[src/rtl/adder_pkg.sv]
// Shared width and types for the 12-bit registered adder.
package adder_pkg;

  localparam int ADDER_WIDTH = 12;

  typedef logic [ADDER_WIDTH-1:0] word_t;

endpackage

[src/rtl/full_adder.sv]
// One-bit full adder cell; purely combinational link of the ripple chain.
module full_adder (
  input  logic a,
  input  logic b,
  input  logic cin,
  output logic s,
  output logic cout
);

  logic w_p;

  // Propagate term is shared by the sum and the carry.
  assign w_p  = a ^ b;
  assign s    = w_p ^ cin;
  assign cout = (a & b) | (cin & w_p);

endmodule

[src/rtl/adder_12.sv]
// 12-bit ripple-carry adder with carry-in/carry-out and a registered result.
// {cout, s} = a + b + cin (mod 2^13), one clock of latency, full throughput.
module adder_12
  import adder_pkg::*;
#(
  parameter int N = ADDER_WIDTH
) (
  input  logic  clk,
  input  logic  rst_n,
  input  word_t a,
  input  word_t b,
  input  logic  cin,
  output word_t s,
  output logic  cout
);

  logic [N:0]   w_c;
  logic [N-1:0] w_s;
  logic [N-1:0] r_s;
  logic         r_cout;

  assign w_c[0] = cin;

  // Ripple chain: carry out of cell g feeds cell g+1.
  for (genvar g = 0; g < N; g++) begin : g_fa
    full_adder u_fa (
      .a    (a[g]),
      .b    (b[g]),
      .cin  (w_c[g]),
      .s    (w_s[g]),
      .cout (w_c[g+1])
    );
  end

  // Result register; reset clears it immediately and drops any in-flight sum.
  always_ff @(posedge clk or negedge rst_n) begin
    if (!rst_n) begin
      r_s    <= '0;
      r_cout <= 1'b0;
    end else begin
      r_s    <= w_s;
      r_cout <= w_c[N];
    end
  end

  assign s    = r_s;
  assign cout = r_cout;

endmodule

[config.mk]
export PLATFORM = sky130hd
export DESIGN_NAME = adder_12
export DESIGN_NICKNAME = d
export VERILOG_FILES = /design/src/rtl/adder_pkg.sv /design/src/rtl/full_adder.sv /design/src/rtl/adder_12.sv
export SDC_FILE = /design/constraint.sdc
export NUM_CORES = 1
export LEC_CHECK = 0
export ABC_AREA = 1
export CORE_MARGIN = 10
export CORE_UTILIZATION = 37
export CTS_CLUSTER_SIZE = 10
export DETAILED_ROUTE_END_ITERATION = 6
export GPL_ROUTABILITY_DRIVEN = 1
export PLACE_DENSITY = 0.86
export SLEW_MARGIN = 20
export SYNTH_ARGS = -nofsm -noshare
export SYNTH_HDL_FRONTEND = slang
export SYNTH_SLANG_ARGS = --single-unit
[constraint.sdc]
create_clock -name clk -period 0.9 [get_ports clk]
set_input_delay 0.18 -clock clk [delete_from_list [all_inputs] [get_ports clk]]
set_output_delay 0.18 -clock clk [all_outputs]
set_load 0.02 [all_outputs]
==> impl_metrics.tcl, run 1 <==
set metrics [dict create \
    placed_area_um2 1040 \
    p_int_mw 1.24 \
    sw_frac_of_total_pct 30.6 \
    diodes 0 \
    syn_area_um2 603 \
    worstSetupPathDepth 17 \
    power_frac_clock_pct 20.1 \
    ys_types 3 \
    dr.pass1.iters 1 \
    hold_class "in2async" \
    die_x_um 60.4 \
    slew_violations 0 \
    powerDensity_nw_per_um2 1650 \
    io_pins 40 \
    via_count 437 \
    grt_max_degree 14 \
    outcome "complete, but fails checks" \
    rsz0062_at_grt "yes" \
    synthTopCellsByArea "dfrtp_1 54%, fa_1 40%, inv_1 6.2%" \
    cts_made_buffers 3 \
    synthXorXnorAreaFrac_pct 0 \
    path_class "in2reg" \
    core-area_um2 1520 \
    place_hpwl_um 1420 \
    vias_per_cell 4.60 \
    hold_ws_ps 191 \
    yosysSeqAreaShare_pct 53.9 \
    synthCells 35 \
    yosysWarningCount 0 \
    globalplace.congestion 0.655 \
    portBuffers 39 \
    critPathTopFamily "adder cells" \
    grt_usage_pct 9.44 \
    grtUsageMet2_pct 15.6 \
    cts_setup_buffers 0 \
    fin_ws_ps -3470 \
    cp.arrival_ps 4590 \
    maxCapViolations 0 \
    setup_viol 25 \
    fin_nets 119 \
    use_met3_pct 4.59 \
    tritoncts "done" \
    critPathLaunchType "input pin" \
    layout_commonest_cell "clkdlybuf4s50_1" \
    cts_buffer_depth 2 \
    ys_ff_latch 13 \
    cp_max_fo 1 \
    utilization_pct 71.3 \
    end_kind "register" \
    fp.dieH_um 60.4 \
    ctsHtreeMaxLevel 1 \
    synth_top_area_share_pct 53.9 \
    syn2layout_area_growth_pct 80.3 \
    clockRootBuffer "clkbuf_4" \
    worst-path-buf-inv 5 \
    use_met1_pct 9.74 \
    cp.required_ps 1130 \
    cpPeakStageDelay_ps 400 \
    postCtsHoldBufs 0 \
    violations "setup timing" \
    routed_wl_um 1570 \
    clk_pin_slew_ps 80 \
    syn_avg_cell_area_um2 17.2 \
    wl_per_cell_um 16.6 \
    slew_headroom_pct 88.7 \
    synth_top_family_by_area "adder cells" \
    p_comb_share_pct 38.6 \
    grt_busiest_layer "met2" \
    synthMuxAreaShare_pct 0 \
    yosysTopAreaCell "dfrtp_1" \
    ant_nets 0 \
    syn_nets 74 \
    n_fill_cell 103 \
    placementRows 14 \
    finalInstanceArea_um2 1090 \
    synth_compound_area_share_pct 0 \
    yosys.area_share.adder_pct 39.8 \
    synth-simple-area-share_pct 0 \
    drcViolationCount 0 \
    antenna_found_initial 0 \
    cp_slowest_cell "fa_1" \
    multi_input_area_um2 268 \
    p_leak_nw 0.486 \
    clock-sinks 13 \
    overflow 0 \
    grt_pass1_vias 520 \
    area.sequential_um2 325 \
    max-vdd-ir-drop_uv 719 \
    seqPwrFrac_pct 41.4 \
    dieArea_um2 3640 \
    start_util_pct 39.6 \
    grt_pass1_wl_um 2510 \
    fmax_mhz 229 \
    final_cell_mix "22 x clkdlybuf4s50_1, 15 x buf_6, 13 x dfrtp_1, 11 x fa_2, 7 x inv_1" \
    crit_chain "buf_6 > fa_2 > fa_2 > fa_2 > fa_2 > fa_2 > fa_2 > fa_2 > fa_2 > fa_2 > inv_2 > fa_2 > inv_2 > fa_2 > inv_2 > fa_1 > inv_1" \
    p_sw_mw 0.550 \
    timing.final.crit_share_pct 485 \
    drive_gt1_share_pct 43.0 \
    period_needed_ps 4370 \
    dr.first_iter.drc_count 0 \
    worst_pin_slew_ps 169 \
    hold_viol_final 0 \
    path_common_cell "fa_2" \
]
[state kept, by name (all words and copies together) (netlist names)]
name,flops
cout,1
s,12
[cells in the mapped netlist]
master / instances
inv_1: 10
dfrtp_1: 13
fa_1: 12
[per-layer routing]
metal	vias to the layer above	wire, um
li1	183	-
met1	216	525
met2	33	777
met3	5	238
met4	0	32
met5	-	0
[kinds of logic after synthesis]
kind of cell / count (synthesis)
fa+ha+maj: 12
buf+inv: 10
flops: 13
[power groups by stage]
| stage | Sequential, mW | Combinational [mW] | Clock, mW |
|---|---|---|---|
| after global placement | 0.727 | 0.651 | 0 |
| final | 0.742 | 0.692 | 0.360 |
| after floorplan | 0.879 | 0.105 | 0 |
| after global routing | 0.752 | 0.757 | 0.395 |
| after CTS | 0.743 | 0.715 | 0.375 |
| after detailed placement | 0.733 | 0.685 | 0 |
[layout make-up]
class                   instances  area share [%]
well taps                      16            1.84
clock buffers                   4            2.42
repair buffers                 40            37.7
multi-input cells              12            24.6
flip-flops and latches         13            29.9
inverters                      10            3.45
[repair_timing]
action | in CTS | in global routing
hold endpoints to repair | 0 | 0
resized for setup | 96 | 1
pin swaps | 12 | 12
endpoints found under the setup margin | 26 | 25
[through the flow]
stage	TNS, ps	cells	setup WS, ps	power (mW)
6_report	-23960	95	-3470	1.79
5_1_grt	-24970	95	-3590	1.90
4_1_cts	-26270	95	-3780	1.83
3_5_place_dp	-34030	91	-4180	1.42
3_3_place_gp	-33450	91	-4110	1.38
2_1_floorplan	-24520	35	-3550	0.984
[worst paths after layout]
check                       from               to  slack [ps]
setup / recovery            a[0]  s[11]$_DFF_PN0_       -3470
hold / removal             rst_n   s[1]$_DFF_PN0_         190
min in group clk             cin   s[0]$_DFF_PN0_         200
max in group asynchronous  rst_n   s[6]$_DFF_PN0_         540
(Power assumes the default switching activity.)
==> run 2, diff against run 1 <==
--- a/config.mk
+++ b/config.mk
@@ -7,11 +7,11 @@
 export LEC_CHECK = 0
 export ABC_AREA = 1
 export CORE_MARGIN = 10
-export CORE_UTILIZATION = 37
+export CORE_UTILIZATION = 30
 export CTS_CLUSTER_SIZE = 10
 export DETAILED_ROUTE_END_ITERATION = 6
 export GPL_ROUTABILITY_DRIVEN = 1
-export PLACE_DENSITY = 0.86
+export PLACE_DENSITY = 0.72
 export SLEW_MARGIN = 20
 export SYNTH_ARGS = -nofsm -noshare
 export SYNTH_HDL_FRONTEND = slang
==> impl_metrics.tcl, run 2 (synthesis gave the netlist of run 1 again) <==
set metrics [dict create \
    outcome "complete, but fails checks" \
    violations "setup timing" \
    seqPwrFrac_pct 42.0 \
    routed_wl_um 1430 \
    place_ws_ps -4170 \
    path_class "in2reg" \
    ant_nets 0 \
    cts_made_buffers 3 \
    placementRows 16 \
    overflow 0 \
    clock-sinks 13 \
    io_pins 40 \
    fin_nets 119 \
    final_cell_mix "22 x clkdlybuf4s50_1, 15 x buf_6, 13 x dfrtp_1, 11 x fa_2, 6 x inv_1" \
    cp_max_fo 1 \
    sw_frac_of_total_pct 29.7 \
    p_int_mw 1.24 \
    layout_commonest_cell "clkdlybuf4s50_1" \
    tritoncts "done" \
    die_x_um 64.8 \
    cts_buffer_depth 2 \
    portBuffers 39 \
    power_mw 1.77 \
    cts_setup_buffers 0 \
    period_needed_ps 4370 \
    largest_register_ffs 12 \
    p_comb_share_pct 38.6 \
    ctsHtreeMaxLevel 1 \
    grt_pass1_vias 526 \
    place_hpwl_um 1300 \
    maxCapViolations 0 \
    slew_violations 0 \
    fp.dieH_um 64.8 \
    slew_headroom_pct 89.3 \
    drive_gt1_share_pct 44.3 \
    critPathLaunchType "input pin" \
    hold_class "in2reg" \
    core-area_um2 1940 \
    globalplace.congestion 0.653 \
    dr.first_iter.drc_count 3 \
    vias_per_cell 3.89 \
    antenna_found_initial 0 \
    cp.arrival_ps 4580 \
    end_kind "register" \
    rsz0062_at_grt "yes" \
    grt_pass1_wl_um 2470 \
    start_util_pct 31.1 \
    wl_per_cell_um 13.5 \
    dr.pass1.iters 2 \
    clk_pin_slew_ps 80 \
    dp_cells 102 \
    drcViolationCount 0 \
    utilization_pct 56.7 \
    fmax_mhz 229 \
    setup_viol 25 \
    power_frac_clock_pct 19.4 \
    dieArea_um2 4200 \
    timing.final.crit_share_pct 486 \
    hold_viol_final 0 \
    p_sw_mw 0.525 \
    p_leak_nw 0.485 \
    cp.required_ps 1110 \
    fin_ws_ps -3470 \
    via_count 412 \
    grt_usage_pct 7.75 \
    syn2layout_area_growth_pct 82.6 \
    clockRootBuffer "clkbuf_4" \
    finalNonFillerCells 106 \
    postCtsHoldBufs 0 \
    powerDensity_nw_per_um2 1600 \
    worst_pin_slew_ps 161 \
    diodes 0 \
    max-vdd-ir-drop_uv 783 \
    grt_max_degree 14 \
]
==> run 2: worst max-delay path, stage by stage <==
cell,delay [ps]
buf_6,90
fa_2,380
fa_2,370
fa_2,350
fa_2,350
fa_2,340
fa_2,350
fa_2,350
fa_2,350
fa_2,340
inv_2,60
fa_2,190
inv_2,40
fa_2,330
inv_2,60
fa_1,390
inv_1,60
==> run 2: path summary, 6_finish.rpt <==
kind                        from         endpoint  slack [ps]  cells after the start
max                         b[0]  s[11]$_DFF_PN0_       -3470                     17
min                         a[0]   s[0]$_DFF_PN0_         200                      2
max in group asynchronous  rst_n   s[7]$_DFF_PN0_         530                      2
min in group asynchronous  rst_n   s[1]$_DFF_PN0_         210                      2
==> run 2: power by group through the flow <==
| stage | combinational (mW) | clock [mW] | sequential [mW] |
|---|---|---|---|
| final | 0.681 | 0.344 | 0.742 |
| after global routing | 0.757 | 0.411 | 0.754 |
| after CTS | 0.703 | 0.363 | 0.743 |
| after detailed placement | 0.675 | 0 | 0.731 |
| after global placement | 0.658 | 0 | 0.729 |
| after floorplan | 0.105 | 0 | 0.879 |
==> run 2: metal layers <==
layer  global-route usage, %  share of wire (%)  up-vias
li1                        -                  -      183
met1                    6.67                 30      204
met2                    13.9                 57       25
met3                    4.98                 13        0
met4                    3.21                  0        0
met5                       0                  0        -
==> run 2: timing repair <==
item	CTS	global route
pin swaps	12	12
cloned	0	0
endpoints found under the setup margin	26	25
endpoints found under the hold margin	0	0
resized for setup	96	2
==> run 2: stage by stage <==
step	setup TNS [ps]	hold slack (ps)	cell area [um^2]
floorplan	-24520	-116	626
finish	-23860	200	1100
global placement	-33560	499	1060
global route	-25170	168	1100
CTS	-25590	205	1090
detailed placement	-33880	496	1060
==> run 2: cell type report <==
| class | count | area [um^2] |
|---|---|---|
| flip-flops and latches | 13 | 325 |
| clock buffers | 4 | 26.3 |
| well taps | 27 | 33.8 |
| inverters | 10 | 37.5 |
| repair buffers | 40 | 410 |
| multi-input cells | 12 | 268 |
| fillers | 175 | 841 |
